<file path="src/rtl/pool_layer_scheduler.sv">
// Sequences a single-channel pool engine across NUM_CHANNELS feature maps,
// relocating the engine's addresses into each channel's slice of memory.
module pool_layer_scheduler #(
   parameter int NUM_CHANNELS   = 8,
   parameter int IN_MAP_SIZE    = 784,
   parameter int OUT_MAP_SIZE   = 196,
   parameter int ADDR_WIDTH     = 16,
   parameter int DRAIN_CYCLES   = 2,
   parameter int TIMEOUT_CYCLES = 65535
) (
   input  logic                              clk,
   input  logic                              reset,
   input  logic                              start,
   output logic                              engine_run,
   input  logic                              engine_done,
   input  logic [ADDR_WIDTH-1:0]             engine_read_addr,
   input  logic [ADDR_WIDTH-1:0]             engine_write_addr,
   input  logic                              engine_we,
   output logic [ADDR_WIDTH-1:0]             mem_read_addr,
   output logic [ADDR_WIDTH-1:0]             mem_write_addr,
   output logic                              mem_we,
   output logic [$clog2(NUM_CHANNELS+1)-1:0] channel,
   output logic                              busy,
   output logic                              layer_done,
   output logic                              error
);

   localparam int CH_W    = $clog2(NUM_CHANNELS + 1);
   localparam int CNT_MAX = (TIMEOUT_CYCLES > DRAIN_CYCLES) ? TIMEOUT_CYCLES : DRAIN_CYCLES;
   localparam int CNT_W   = $clog2(CNT_MAX + 1);

   localparam logic [CH_W-1:0]       LAST_CH  = CH_W'(NUM_CHANNELS - 1);
   localparam logic [CNT_W-1:0]      TO_LAST  = CNT_W'(TIMEOUT_CYCLES - 1);
   localparam logic [CNT_W-1:0]      DR_LAST  = CNT_W'(DRAIN_CYCLES - 1);
   localparam logic [ADDR_WIDTH-1:0] IN_STEP  = ADDR_WIDTH'(IN_MAP_SIZE);
   localparam logic [ADDR_WIDTH-1:0] OUT_STEP = ADDR_WIDTH'(OUT_MAP_SIZE);

   typedef enum logic [2:0] {
      S_IDLE      = 3'd0,
      S_LAUNCH    = 3'd1,
      S_WAIT_DONE = 3'd2,
      S_DRAIN     = 3'd3,
      S_NEXT      = 3'd4,
      S_DONE      = 3'd5,
      S_ERROR     = 3'd6
   } state_t;

   state_t                state_q, state_d;
   logic [CH_W-1:0]       channel_q, channel_d;
   logic [ADDR_WIDTH-1:0] read_base_q, read_base_d;
   logic [ADDR_WIDTH-1:0] write_base_q, write_base_d;
   logic [CNT_W-1:0]      cnt_q, cnt_d;
   logic                  error_q, error_d;

   // Next-state logic; one counter serves both the done timeout and the drain hold.
   always_comb begin
      state_d      = state_q;
      channel_d    = channel_q;
      read_base_d  = read_base_q;
      write_base_d = write_base_q;
      cnt_d        = cnt_q;
      error_d      = error_q;
      case (state_q)
         S_IDLE: begin
            if (start) begin
               state_d      = S_LAUNCH;
               channel_d    = {CH_W{1'b0}};
               read_base_d  = {ADDR_WIDTH{1'b0}};
               write_base_d = {ADDR_WIDTH{1'b0}};
               error_d      = 1'b0;
            end else begin
               state_d = S_IDLE;
            end
         end
         S_LAUNCH: begin
            cnt_d   = {CNT_W{1'b0}};
            state_d = S_WAIT_DONE;
         end
         S_WAIT_DONE: begin
            // done wins over a timeout expiring in the same cycle
            if (engine_done) begin
               cnt_d   = {CNT_W{1'b0}};
               state_d = S_DRAIN;
            end else if (cnt_q == TO_LAST) begin
               cnt_d   = cnt_q + CNT_W'(1);
               error_d = 1'b1;
               state_d = S_ERROR;
            end else begin
               cnt_d = cnt_q + CNT_W'(1);
            end
         end
         S_DRAIN: begin
            if (cnt_q == DR_LAST) begin
               cnt_d   = {CNT_W{1'b0}};
               state_d = S_NEXT;
            end else begin
               cnt_d = cnt_q + CNT_W'(1);
            end
         end
         S_NEXT: begin
            if (channel_q == LAST_CH) begin
               state_d = S_DONE;
            end else begin
               channel_d    = channel_q + CH_W'(1);
               read_base_d  = read_base_q + IN_STEP;
               write_base_d = write_base_q + OUT_STEP;
               state_d      = S_LAUNCH;
            end
         end
         S_DONE:  state_d = S_IDLE;
         S_ERROR: state_d = S_IDLE;
         default: state_d = S_IDLE;
      endcase
   end

   // State and datapath registers with synchronous reset.
   always_ff @(posedge clk) begin
      if (reset) begin
         state_q      <= S_IDLE;
         channel_q    <= {CH_W{1'b0}};
         read_base_q  <= {ADDR_WIDTH{1'b0}};
         write_base_q <= {ADDR_WIDTH{1'b0}};
         cnt_q        <= {CNT_W{1'b0}};
         error_q      <= 1'b0;
      end else begin
         state_q      <= state_d;
         channel_q    <= channel_d;
         read_base_q  <= read_base_d;
         write_base_q <= write_base_d;
         cnt_q        <= cnt_d;
         error_q      <= error_d;
      end
   end

   assign engine_run     = (state_q == S_LAUNCH);
   assign busy           = (state_q != S_IDLE);
   assign layer_done     = (state_q == S_DONE);
   assign error          = error_q;
   assign channel        = channel_q;
   assign mem_read_addr  = engine_read_addr + read_base_q;
   assign mem_write_addr = engine_write_addr + write_base_q;
   // Writes are forwarded until the drain window closes so late ones land in this channel.
   assign mem_we         = engine_we & ((state_q == S_WAIT_DONE) | (state_q == S_DRAIN));

endmodule

</file>
<file path="config.mk">
export PLATFORM = sky130hd
export DESIGN_NAME = pool_layer_scheduler
export DESIGN_NICKNAME = d
export VERILOG_FILES = /design/src/rtl/pool_layer_scheduler.sv
export SDC_FILE = /design/constraint.sdc
export NUM_CORES = 1
export LEC_CHECK = 0
export CAP_MARGIN = 20
export CELL_PAD_IN_SITES_DETAIL_PLACEMENT = 2
export CELL_PAD_IN_SITES_GLOBAL_PLACEMENT = 2
export CORE_ASPECT_RATIO = 1.5
export CORE_MARGIN = 2
export CORE_UTILIZATION = 27
export CTS_BUF_LIST = sky130_fd_sc_hd__clkbuf_4 sky130_fd_sc_hd__clkbuf_8 sky130_fd_sc_hd__clkbuf_16
export CTS_CLUSTER_DIAMETER = 60
export DETAILED_ROUTE_END_ITERATION = 8
export GPL_ROUTABILITY_DRIVEN = 0
export MAX_ROUTING_LAYER = met4
export PLACE_DENSITY = 0.87
export SLEW_MARGIN = 0
export SYNTH_ARGS = -nofsm -noshare
export SYNTH_HDL_FRONTEND = slang
export SYNTH_SLANG_ARGS = --single-unit
</file>
<file path="constraint.sdc">
create_clock -name clk -period 2.8 [get_ports clk]
set_input_delay 0.56 -clock clk [delete_from_list [all_inputs] [get_ports clk]]
set_output_delay 0.56 -clock clk [all_outputs]
set_load 0.03 [all_outputs]
</file>
==> impl_results.md <==
* Status: finished with violations
* Failing checks: negative setup slack
* First-pass GRT wire length at 21870 um
* Tot Pwr at around 2.2 mW
* CTS clk-pin slew, worst paths at 0.07 ns
* Initial core utilization at 27.50%
* Synthesized flop and latch total at 50
* Die span in y at 144.7 um
* DRT iter0 DRCs at 127
* Final worst path period share at 105.1%
* Layout Utilization at 41.27%
* Number of synthesized flops with an enable pin at 0
* Clock skew at 0.003217 ns
* GRT Resource Usage Total at 19.44%
* Final Max Tran Viols at 0
* ANT nets after route at 0
* IO buf count at 65
* Vias at 3791
* CTS tree: done
* WHS Path Cells at 2
* Clock root cell: clkbuf_16
* Req. time, crit path at between 2 and 2.5 ns
* CP arrival at 2.38 ns
* N_diodes at 0
* Synth area leaders: dfxtp_1 (28%), ha_1 (11%), nor2_1 (5.2%), xor2_1 (5.2%), a21oi_1 (4.1%)
* Crit path launch type: input pin
* Crit Path Class: input pin to output port
* HP Class: flip-flop to flip-flop
* Vias in the first global route at 4317
* Largest net degree at the start of global routing at 28
* DP HPWL at 9555 um
* Dpl cells at 674
* Worst-Margin Slew at 0.7839 ns
* Full die area at between 10000 and 15000 um2
* Final non-filler cell total at about 700
* Yosys Warn Count at 0
* LEAKAGE at 2.207 nW
* Share of cells above drive strength 1 at 35.85%
* Yosys top cell by area: dfxtp_1
* Num CTS Buffers at 5
* Initial antenna violation count at 0
* Unique masters post-synth at between 60 and 70
* Clk buf depth at 2
* Chip width at 97.79 um
* Drt pass-1 iters at 4
* Clk Latency, worst-skew pair at around 0.29 ns
* Post-synth top area share at between 20 and 30%
* Netlist Area Pre-Place at 3562 um2
* Power per Cell Area at roughly 420 nW/um2
* CTS Sinks at 50
* F_max at ~0.34 GHz
* Final setup violation count at 12
* Vias/cell at ~5.4
* DRC viols at 0
* R2R cell count at 5
* Area growth syn-to-layout at 50.09%
* Ys async rst share at 0%
* CTS HTree Levels at 2
* Final-stage net count at 610
* Seq/Total Area, Yosys at 28.10%
* Most frequent cell after synthesis: dfxtp_1
* Core area at 12950 um2
* # hold bufs at CTS at 0
* Total of max-cap violations at 0
* Max-slew headroom at 47.38%
* CP endpoint kind: output port
* Drt total wl at 13760 um
* Min Clock Period, post-route at 2.943 ns
* Post-synthesis cell count at 429
* Grt ovf at 0
* Routed wire per std cell at around 20 um
* IO Count at 78
* Row count at 51
* Peak supply drop at 223.5 uV
* Syn_nets at slightly below 500
* RSZ-0062 raised after global routing: yes
* Worst-path fanout max at 2
* Final setup margin at -0.1427 ns
* Syn avg cell area at around 8.3 um2
* Top post-synthesis cells by count: dfxtp_1 (50), nor2_1 (49), ha_1 (30)
* Post-synth top flop: dfxtp_1
* Final hold vios at 0
==> what timing repair did <==
action | CTS | global route
pin swaps | 31 | 27
setup buffers | 11 | 10
setup endpoints to repair | 18 | 15
cloned | 0 | 0
gates resized for setup | 107 | 40
==> logic make-up after synthesis <==
family          count (synthesis)  share of synthesized area (%)
compound gates                112                          22.02
xor+xnor                       34                          8.360
fa+ha+maj                      30                          10.54
buf+inv                        37                          4.917
flops                          50                          28.10
mux                             4                          1.124
simple gates                  162                          24.94
==> layer usage <==
layer | wire length, um | GRT usage, %
met1 | 5194 | 19.56
met2 | 8141 | 39.60
met3 | 234 | 1.921
met4 | 184 | 5.190
met5 | 0 | -
==> through the flow <==
stage               setup WS, ns  setup TNS, ns  cell area (um2)  hold WS [ns]
floorplan                -0.1516        -0.1516             3615        0.4640
global placement         -0.6350         -5.633             4616        0.4688
detailed placement       -0.7213         -7.211             4616        0.4855
CTS                      -0.1740        -0.6614             5211        0.5018
global route             -0.1965         -1.759             5346        0.5311
finish                   -0.1427        -0.7784             5346        0.4974
==> cell type report <==
cell class                      count  area, um2
Tap cell                          159      198.9
Inverter                           13      48.80
Clock buffer                        7      140.1
Clock inverter                      1      30.03
Multi-Input combinational cell    342       2841
Fill cell                        1406       7607
Timing Repair Buffer              131       1067
Sequential cell                    50       1020
==> worst paths after layout <==
kind,start,to,slack [ns]
worst max-delay path,engine_read_addr[5],mem_read_addr[14],-0.14
worst min-delay path,error$_SDFFE_PP0P_,error$_SDFFE_PP0P_,0.50
worst max register to register,state_q[0]$_SDFFE_PP0P_,cnt_q[11]$_SDFFE_PP0P_,0.46
worst min register to register,error$_SDFFE_PP0P_,error$_SDFFE_PP0P_,0.50
==> registers in the layout (all words and copies together), names as in the netlist <==
| name | cells |
|---|---|
| cnt_q | 16 |
| channel | 4 |
| error | 1 |
| write_base_q | 14 |
| state_q | 3 |
| read_base_q | 12 |
==> report_power, final <==
| group | switching (mW) | total (mW) | internal, mW | leakage (nW) |
|---|---|---|---|---|
| Clock | 0.274 | 0.717 | 0.443 | 0.0850 |
| Sequential | 0.0359 | 0.765 | 0.729 | 0.410 |
| Combinational | 0.428 | 0.750 | 0.322 | 1.71 |
| Total | 0.738 | 2.23 | 1.49 | 2.21 |
==> placed cells by master (no fill, tap or decap), drive strengths merged, types with 13 or more instances in the layout <==
cell type	n
dfxtp	50
nor2	51
xor2	21
clkdlybuf4s50	21
a21oi	29
ha	30
inv	13
xnor2	13
nand4	13
buf	99
o21ai	19
or3	13
nand2	22
==> critical path, stage by stage <==
cell and delay (ns):
buf_6 0.10, ha_4 0.23, a211o_1 0.31, o211a_1 0.17, and3_4 0.21, or4b_4 0.53, o311ai_4 0.10, buf_6 0.17
Power figures use the tool's default switching activity.
